$ cat config.mk
export PLATFORM = sky130hd
export DESIGN_NAME = hazard_scoreboard
export DESIGN_NICKNAME = d
export VERILOG_FILES = /design/src/rtl/hazard_scoreboard.sv
export SDC_FILE = /design/constraint.sdc
export NUM_CORES = 1
export LEC_CHECK = 0
export BUFFER_PORTS_ARGS = -buffer_cell sky130_fd_sc_hd__buf_2
export CORE_MARGIN = 1
export CORE_UTILIZATION = 41
export DETAILED_ROUTE_END_ITERATION = 6
export GPL_ROUTABILITY_DRIVEN = 0
export GPL_TIMING_DRIVEN = 0
export PLACE_DENSITY = 0.8
export SLEW_MARGIN = 10
export SYNTH_ARGS = -nofsm -noshare
export SYNTH_HDL_FRONTEND = slang
export SYNTH_SLANG_ARGS = --single-unit
$ cat constraint.sdc
create_clock -name CLK -period 1.8 [get_ports CLK]
set_input_delay 0.36 -clock CLK [delete_from_list [all_inputs] [get_ports CLK]]
set_output_delay 0.36 -clock CLK [all_outputs]
set_load 0.05 [all_outputs]
$ cat src/rtl/hazard_scoreboard.sv
`default_nettype none
// ============================================================================
// Module   : hazard_scoreboard
// Purpose  : Producer-side register-write scoreboard for a 5-stage pipeline.
//            Tracks the destination of every in-flight instruction in the
//            EX (S0), MEM (S1) and WB (S2) slots. It produces the load-use
//            stall and the registered EX operand-select codes:
//            0 = regfile, 1 = MEM ALU result, 2 = WB data.
// Ports    : CLK, nRST         clock, synchronous active-low reset
//            id_*              decoded instruction currently in ID
//            mem_wait          memory not ready; whole pipe frozen
//            flush             taken branch/jump; squash the ID instruction
//            stall_id          hold PC and IF/ID, bubble into EX
//            fwd_rs_ex/rt_ex   operand selects for the instruction in EX
//            sb_state          FSM state (RUN=0, LDSTALL=1, MWAIT=2)
//            ldstall_cnt       saturating load-use stall cycle counter
//            wait_cnt          saturating mem_wait cycle counter
// Options  : SB_STALL_CNT_EN   when defined, the two counters are built.
//                              Otherwise both ports are tied to zero.
// Revision : 1.0 - initial release
// ============================================================================
module hazard_scoreboard #(
    parameter int CNT_W = 16
) (
    input  logic             CLK,
    input  logic             nRST,
    input  logic             id_valid,
    input  logic [4:0]       id_rs,
    input  logic [4:0]       id_rt,
    input  logic             id_regWr,
    input  logic [4:0]       id_wsel,
    input  logic             id_memRead,
    input  logic             mem_wait,
    input  logic             flush,
    output logic             stall_id,
    output logic [2:0]       fwd_rs_ex,
    output logic [2:0]       fwd_rt_ex,
    output logic [1:0]       sb_state,
    output logic [CNT_W-1:0] ldstall_cnt,
    output logic [CNT_W-1:0] wait_cnt
);

    typedef struct packed {
        logic       v;
        logic       wr;
        logic [4:0] wsel;
        logic       ld;
    } slot_t;

    typedef enum logic [1:0] {
        ST_RUN     = 2'd0,
        ST_LDSTALL = 2'd1,
        ST_MWAIT   = 2'd2
    } state_t;

    slot_t      s0_q, s0_d, s1_q, s1_d, s2_q, s2_d;
    slot_t      w_id_entry;
    state_t     state_q, state_d;
    logic [2:0] fwd_rs_q, fwd_rs_d, fwd_rt_q, fwd_rt_d;
    logic       w_load_use;
    logic       w_ld_stall;

    // A slot only produces a value when it is a real register write to a
    // non-zero destination; equality with a non-zero wsel implies src != 0.
    function automatic logic slot_hits(input slot_t s, input logic [4:0] src);
        return s.v && s.wr && (s.wsel != 5'd0) && (s.wsel == src);
    endfunction

    // Youngest writer wins. An S0 load yields 0 because the load-use stall
    // turns the ID instruction into a bubble anyway. An S2 hit yields 0
    // because the regfile is written on the same edge the consumer enters EX.
    function automatic logic [2:0] fwd_code(input logic [4:0] src,
                                            input slot_t     a,
                                            input slot_t     b,
                                            input slot_t     c);
        logic [2:0] code;
        code = 3'd0;
        if (slot_hits(a, src)) begin
            code = a.ld ? 3'd0 : 3'd1;
        end else if (slot_hits(b, src)) begin
            code = 3'd2;
        end else if (slot_hits(c, src)) begin
            code = 3'd0;
        end
        return code;
    endfunction

    assign w_load_use = s0_q.v && s0_q.ld && s0_q.wr && (s0_q.wsel != 5'd0) &&
                        ((s0_q.wsel == id_rs) || (s0_q.wsel == id_rt));

    // Every cycle without mem_wait is an advance cycle, including the
    // LDSTALL cycle and the MWAIT exit cycle. They all evaluate hazards the
    // same way. With S0 a bubble during LDSTALL, a repeat stall cannot occur.
    always_comb begin
        s0_d       = s0_q;
        s1_d       = s1_q;
        s2_d       = s2_q;
        fwd_rs_d   = fwd_rs_q;
        fwd_rt_d   = fwd_rt_q;
        state_d    = state_q;
        w_id_entry = '0;
        w_ld_stall = 1'b0;
        stall_id   = 1'b0;

        if (mem_wait) begin
            stall_id = 1'b1;
            state_d  = ST_MWAIT;
        end else begin
            // A flush squashes the consumer, so it also cancels the stall.
            w_ld_stall = w_load_use && !flush;
            stall_id   = w_ld_stall;

            if (id_valid && !w_ld_stall && !flush) begin
                w_id_entry.v    = 1'b1;
                w_id_entry.wr   = id_regWr;
                w_id_entry.wsel = id_wsel;
                w_id_entry.ld   = id_memRead;
            end

            s0_d = w_id_entry;
            s1_d = s0_q;
            s2_d = s1_q;

            fwd_rs_d = w_id_entry.v ? fwd_code(id_rs, s0_q, s1_q, s2_q) : 3'd0;
            fwd_rt_d = w_id_entry.v ? fwd_code(id_rt, s0_q, s1_q, s2_q) : 3'd0;

            state_d = w_ld_stall ? ST_LDSTALL : ST_RUN;
        end
    end

    always_ff @(posedge CLK) begin
        if (!nRST) begin
            s0_q     <= '0;
            s1_q     <= '0;
            s2_q     <= '0;
            fwd_rs_q <= 3'd0;
            fwd_rt_q <= 3'd0;
            state_q  <= ST_RUN;
        end else begin
            s0_q     <= s0_d;
            s1_q     <= s1_d;
            s2_q     <= s2_d;
            fwd_rs_q <= fwd_rs_d;
            fwd_rt_q <= fwd_rt_d;
            state_q  <= state_d;
        end
    end

    assign fwd_rs_ex = fwd_rs_q;
    assign fwd_rt_ex = fwd_rt_q;
    assign sb_state  = state_q;

`ifdef SB_STALL_CNT_EN
    localparam logic [CNT_W-1:0] C_CNT_ONE = {{(CNT_W-1){1'b0}}, 1'b1};

    logic [CNT_W-1:0] ldstall_cnt_q, ldstall_cnt_d;
    logic [CNT_W-1:0] wait_cnt_q, wait_cnt_d;

    always_comb begin
        ldstall_cnt_d = ldstall_cnt_q;
        wait_cnt_d    = wait_cnt_q;
        if (w_ld_stall && (ldstall_cnt_q != '1)) begin
            ldstall_cnt_d = ldstall_cnt_q + C_CNT_ONE;
        end
        if ((state_q == ST_MWAIT) && (wait_cnt_q != '1)) begin
            wait_cnt_d = wait_cnt_q + C_CNT_ONE;
        end
    end

    always_ff @(posedge CLK) begin
        if (!nRST) begin
            ldstall_cnt_q <= '0;
            wait_cnt_q    <= '0;
        end else begin
            ldstall_cnt_q <= ldstall_cnt_d;
            wait_cnt_q    <= wait_cnt_d;
        end
    end

    assign ldstall_cnt = ldstall_cnt_q;
    assign wait_cnt    = wait_cnt_q;
`else
    assign ldstall_cnt = '0;
    assign wait_cnt    = '0;
`endif

endmodule
`default_nettype wire

==> metrics <==
Core Footprint 2830 sq um; Root Driver clkbuf_4; critical path, cell by cell or4_1, o211ai_1, a2111o_1, nand2b_4, buf_8; clk sinks 21; Die X 57.6 um; initial drt markers 26; GRT Util Overall 14.6%; final worst slack -463 ps; Vias 1013; RSZ-0062 raised after global routing yes; Skew-Pair Late Insertion Delay 300 ps; antenna-violating nets left 0; crit path buf inv count 1; Synth area leader dfxtp_1; io pins 63; r2r startpoint s0_q[3]$_SDFFE_PN0N_; Leakage Power 0.000843 uW; kind of critical path flip-flop to output pin; CP arrival 1900 ps; critical path launch point type flip-flop; endpoints failing setup 10; Final Critical Period 2260 ps; Yosys top cell area share 33.2%; Setup TNS -1890 ps; Critical Path End Type output pin; max_slew headroom 58.2%; CP Data Required Time 1440 ps; synth unique cells 31; Max Fanout on Critical Path 5; max cap viols 0; PortBufs 28; cell count after synthesis 132; Post-Route WL 2380 um; CP max stage cell or4_1; fillcell total 289; antenna violations before repair 0; clk slew on worst S/H paths 120 ps; PwrDens 606 nW/um^2; Cell Rows 19; via count of the first global-routing pass 836; HPWL Detailed 1840 um; failing checks design-rule violations, negative setup slack; top cells by area, synth dfxtp_1 33%, buf_4 20%, xnor2_1 6.9%, xor2_1 6.9%, a32o_1 5.5%; n_diodes 0; Max rail drop VDD 0.547 mV; Synth-to-Final Area Change 33.9%; synthesized area per cell 9.59 sq um; largest net degree at the start of global routing 13; drt wl/cell 10.1 um; crit path from s0_q[1]$_SDFFE_PN0N_; Ys Warns 0; crit-path max cell delay 520 ps; CTS max path bufs 2; TritonCTS clock tree done; flops & latches, synth 21; drc violations 8; register area share after synthesis 33.2%; worst hold path type input port to flip-flop; first-pass iteration count of the detailed router 6; starting density of the core 44.8%; Slew Viols, Final 0; area of the mapped netlist 1270 sq um; Hold Crit Start id_wsel[3]; ratio of cells with drive above 1 in the final layout 42.2%; H-tree levels 1; status finished with violations; worst slew pin tran 627 ps; Nets 227; final-report hold violation count 0; first-pass GRT wire length 3710 um; Die Area 3310 sq um; EDFF count, synth 0; post-layout util 59.9%; die height 57.6 um; clk_skew 4.46 ps; Async SR Flop Fraction 0%; post-DR vias/cell 4.31; gr ovfl total 0; Fmax 442 MHz; Num CTS Buffers 3; CP top delay family simple AND/OR/NAND/NOR gates; ys flop type dfxtp_1; crit share post-route 126%
state kept, by name, summed over array words and instances, names as in the netlist:
register,count
s0_q,8
s1_q,7
fwd_rs_ex,2
fwd_rt_ex,2
sb_state,2
power breakdown:
group	total, uW	leakage, uW	switching [uW]	internal [uW]
clock	223	0.0000177	140	82.7
sequential	477	0.000174	8.52	468
combinational	328	0.000652	219	109
total	1030	0.000843	368	660
per-stage QoR:
step	instance area [sq um]	cells	power (uW)	worst slack (ps)	hold WS, ps
after floorplan	1400	165	765	-64.5	442
after global placement	1580	224	807	-430	433
after detailed placement	1580	224	808	-414	440
after CTS	1660	232	1030	-484	278
after global routing	1700	235	1080	-555	257
final	1700	235	1030	-463	288
logic make-up after synthesis:
group,count (synthesis),share of synthesized area (%)
other cells,1,0.296
simple gates,26,13.3
compound gates,18,11.5
mux,7,5.53
buf+inv,39,22.3
xor+xnor,20,13.8
flops,21,33.2
path summary, 6_finish.rpt:
kind | to | slack, ps | cells past startpoint
setup / recovery | stall_id | -460 | 5
hold / removal | s0_q[4]$_SDFFE_PN0N_ | 290 | 2
setup reg to reg | s0_q[1]$_SDFFE_PN0N_ | -190 | 7
hold reg to reg | fwd_rs_ex[0]$_SDFFE_PN0N_ | 450 | 2
area by class of cell:
class,count,area [sq um],area share [%]
plain buffers,37,268,15.8
clock buffers,3,22.5,1.33
clock inverters,1,5.00,0.295
inverters,1,3.75,0.221
multi-input cells,105,707,41.7
flip-flops and latches,21,437,25.8
well taps,31,38.8,2.29
repair buffers,36,214,12.6
layer usage:
metal  GRT usage (%)  wire length [um]  up-vias
met2            24.9              1080       45
met3            4.08               227        0
met5               0                 0        -
met4            3.14                 0        0
met1            18.2              1070      433
li1                -                 -      535
cells in the mapped netlist, types with 2 or more instances:
cell / count
nor4_1: 2
dfxtp_1: 21
or4_1: 2
xnor2_1: 10
xor2_1: 10
o21ai_0: 6
buf_4: 34
nand2_1: 4
nand3_1: 3
a32o_1: 7
mux2i_1: 7
nor2b_1: 7
repair_timing:
| action | in CTS | in global routing |
|---|---|---|
| setup buffers | 4 | 4 |
| resized for setup | 10 | 5 |
| endpoints found under the setup margin | 8 | 12 |
| hold buffers | 0 | 0 |
| pin swaps | 6 | 7 |
placed cells by master, fill, tap and decap left out, types with 2 or more instances in the layout:
cell type / netlist / layout
buf_2: 1 / 28
or4_1: 2 / 2
conb_1: 1 / 34
dfxtp_4: 0 / 4
nand2_1: 4 / 4
xor2_1: 10 / 9
clkbuf_4: 0 / 3
o21ai_0: 6 / 5
nor2b_1: 7 / 7
buf_4: 34 / 41
nor4_1: 2 / 2
nor3_2: 1 / 2
mux2i_1: 7 / 7
xnor2_1: 10 / 10
nand3_1: 3 / 3
dfxtp_1: 21 / 16
a32o_1: 7 / 7
Note: power is estimated with default switching activity, not from simulation.
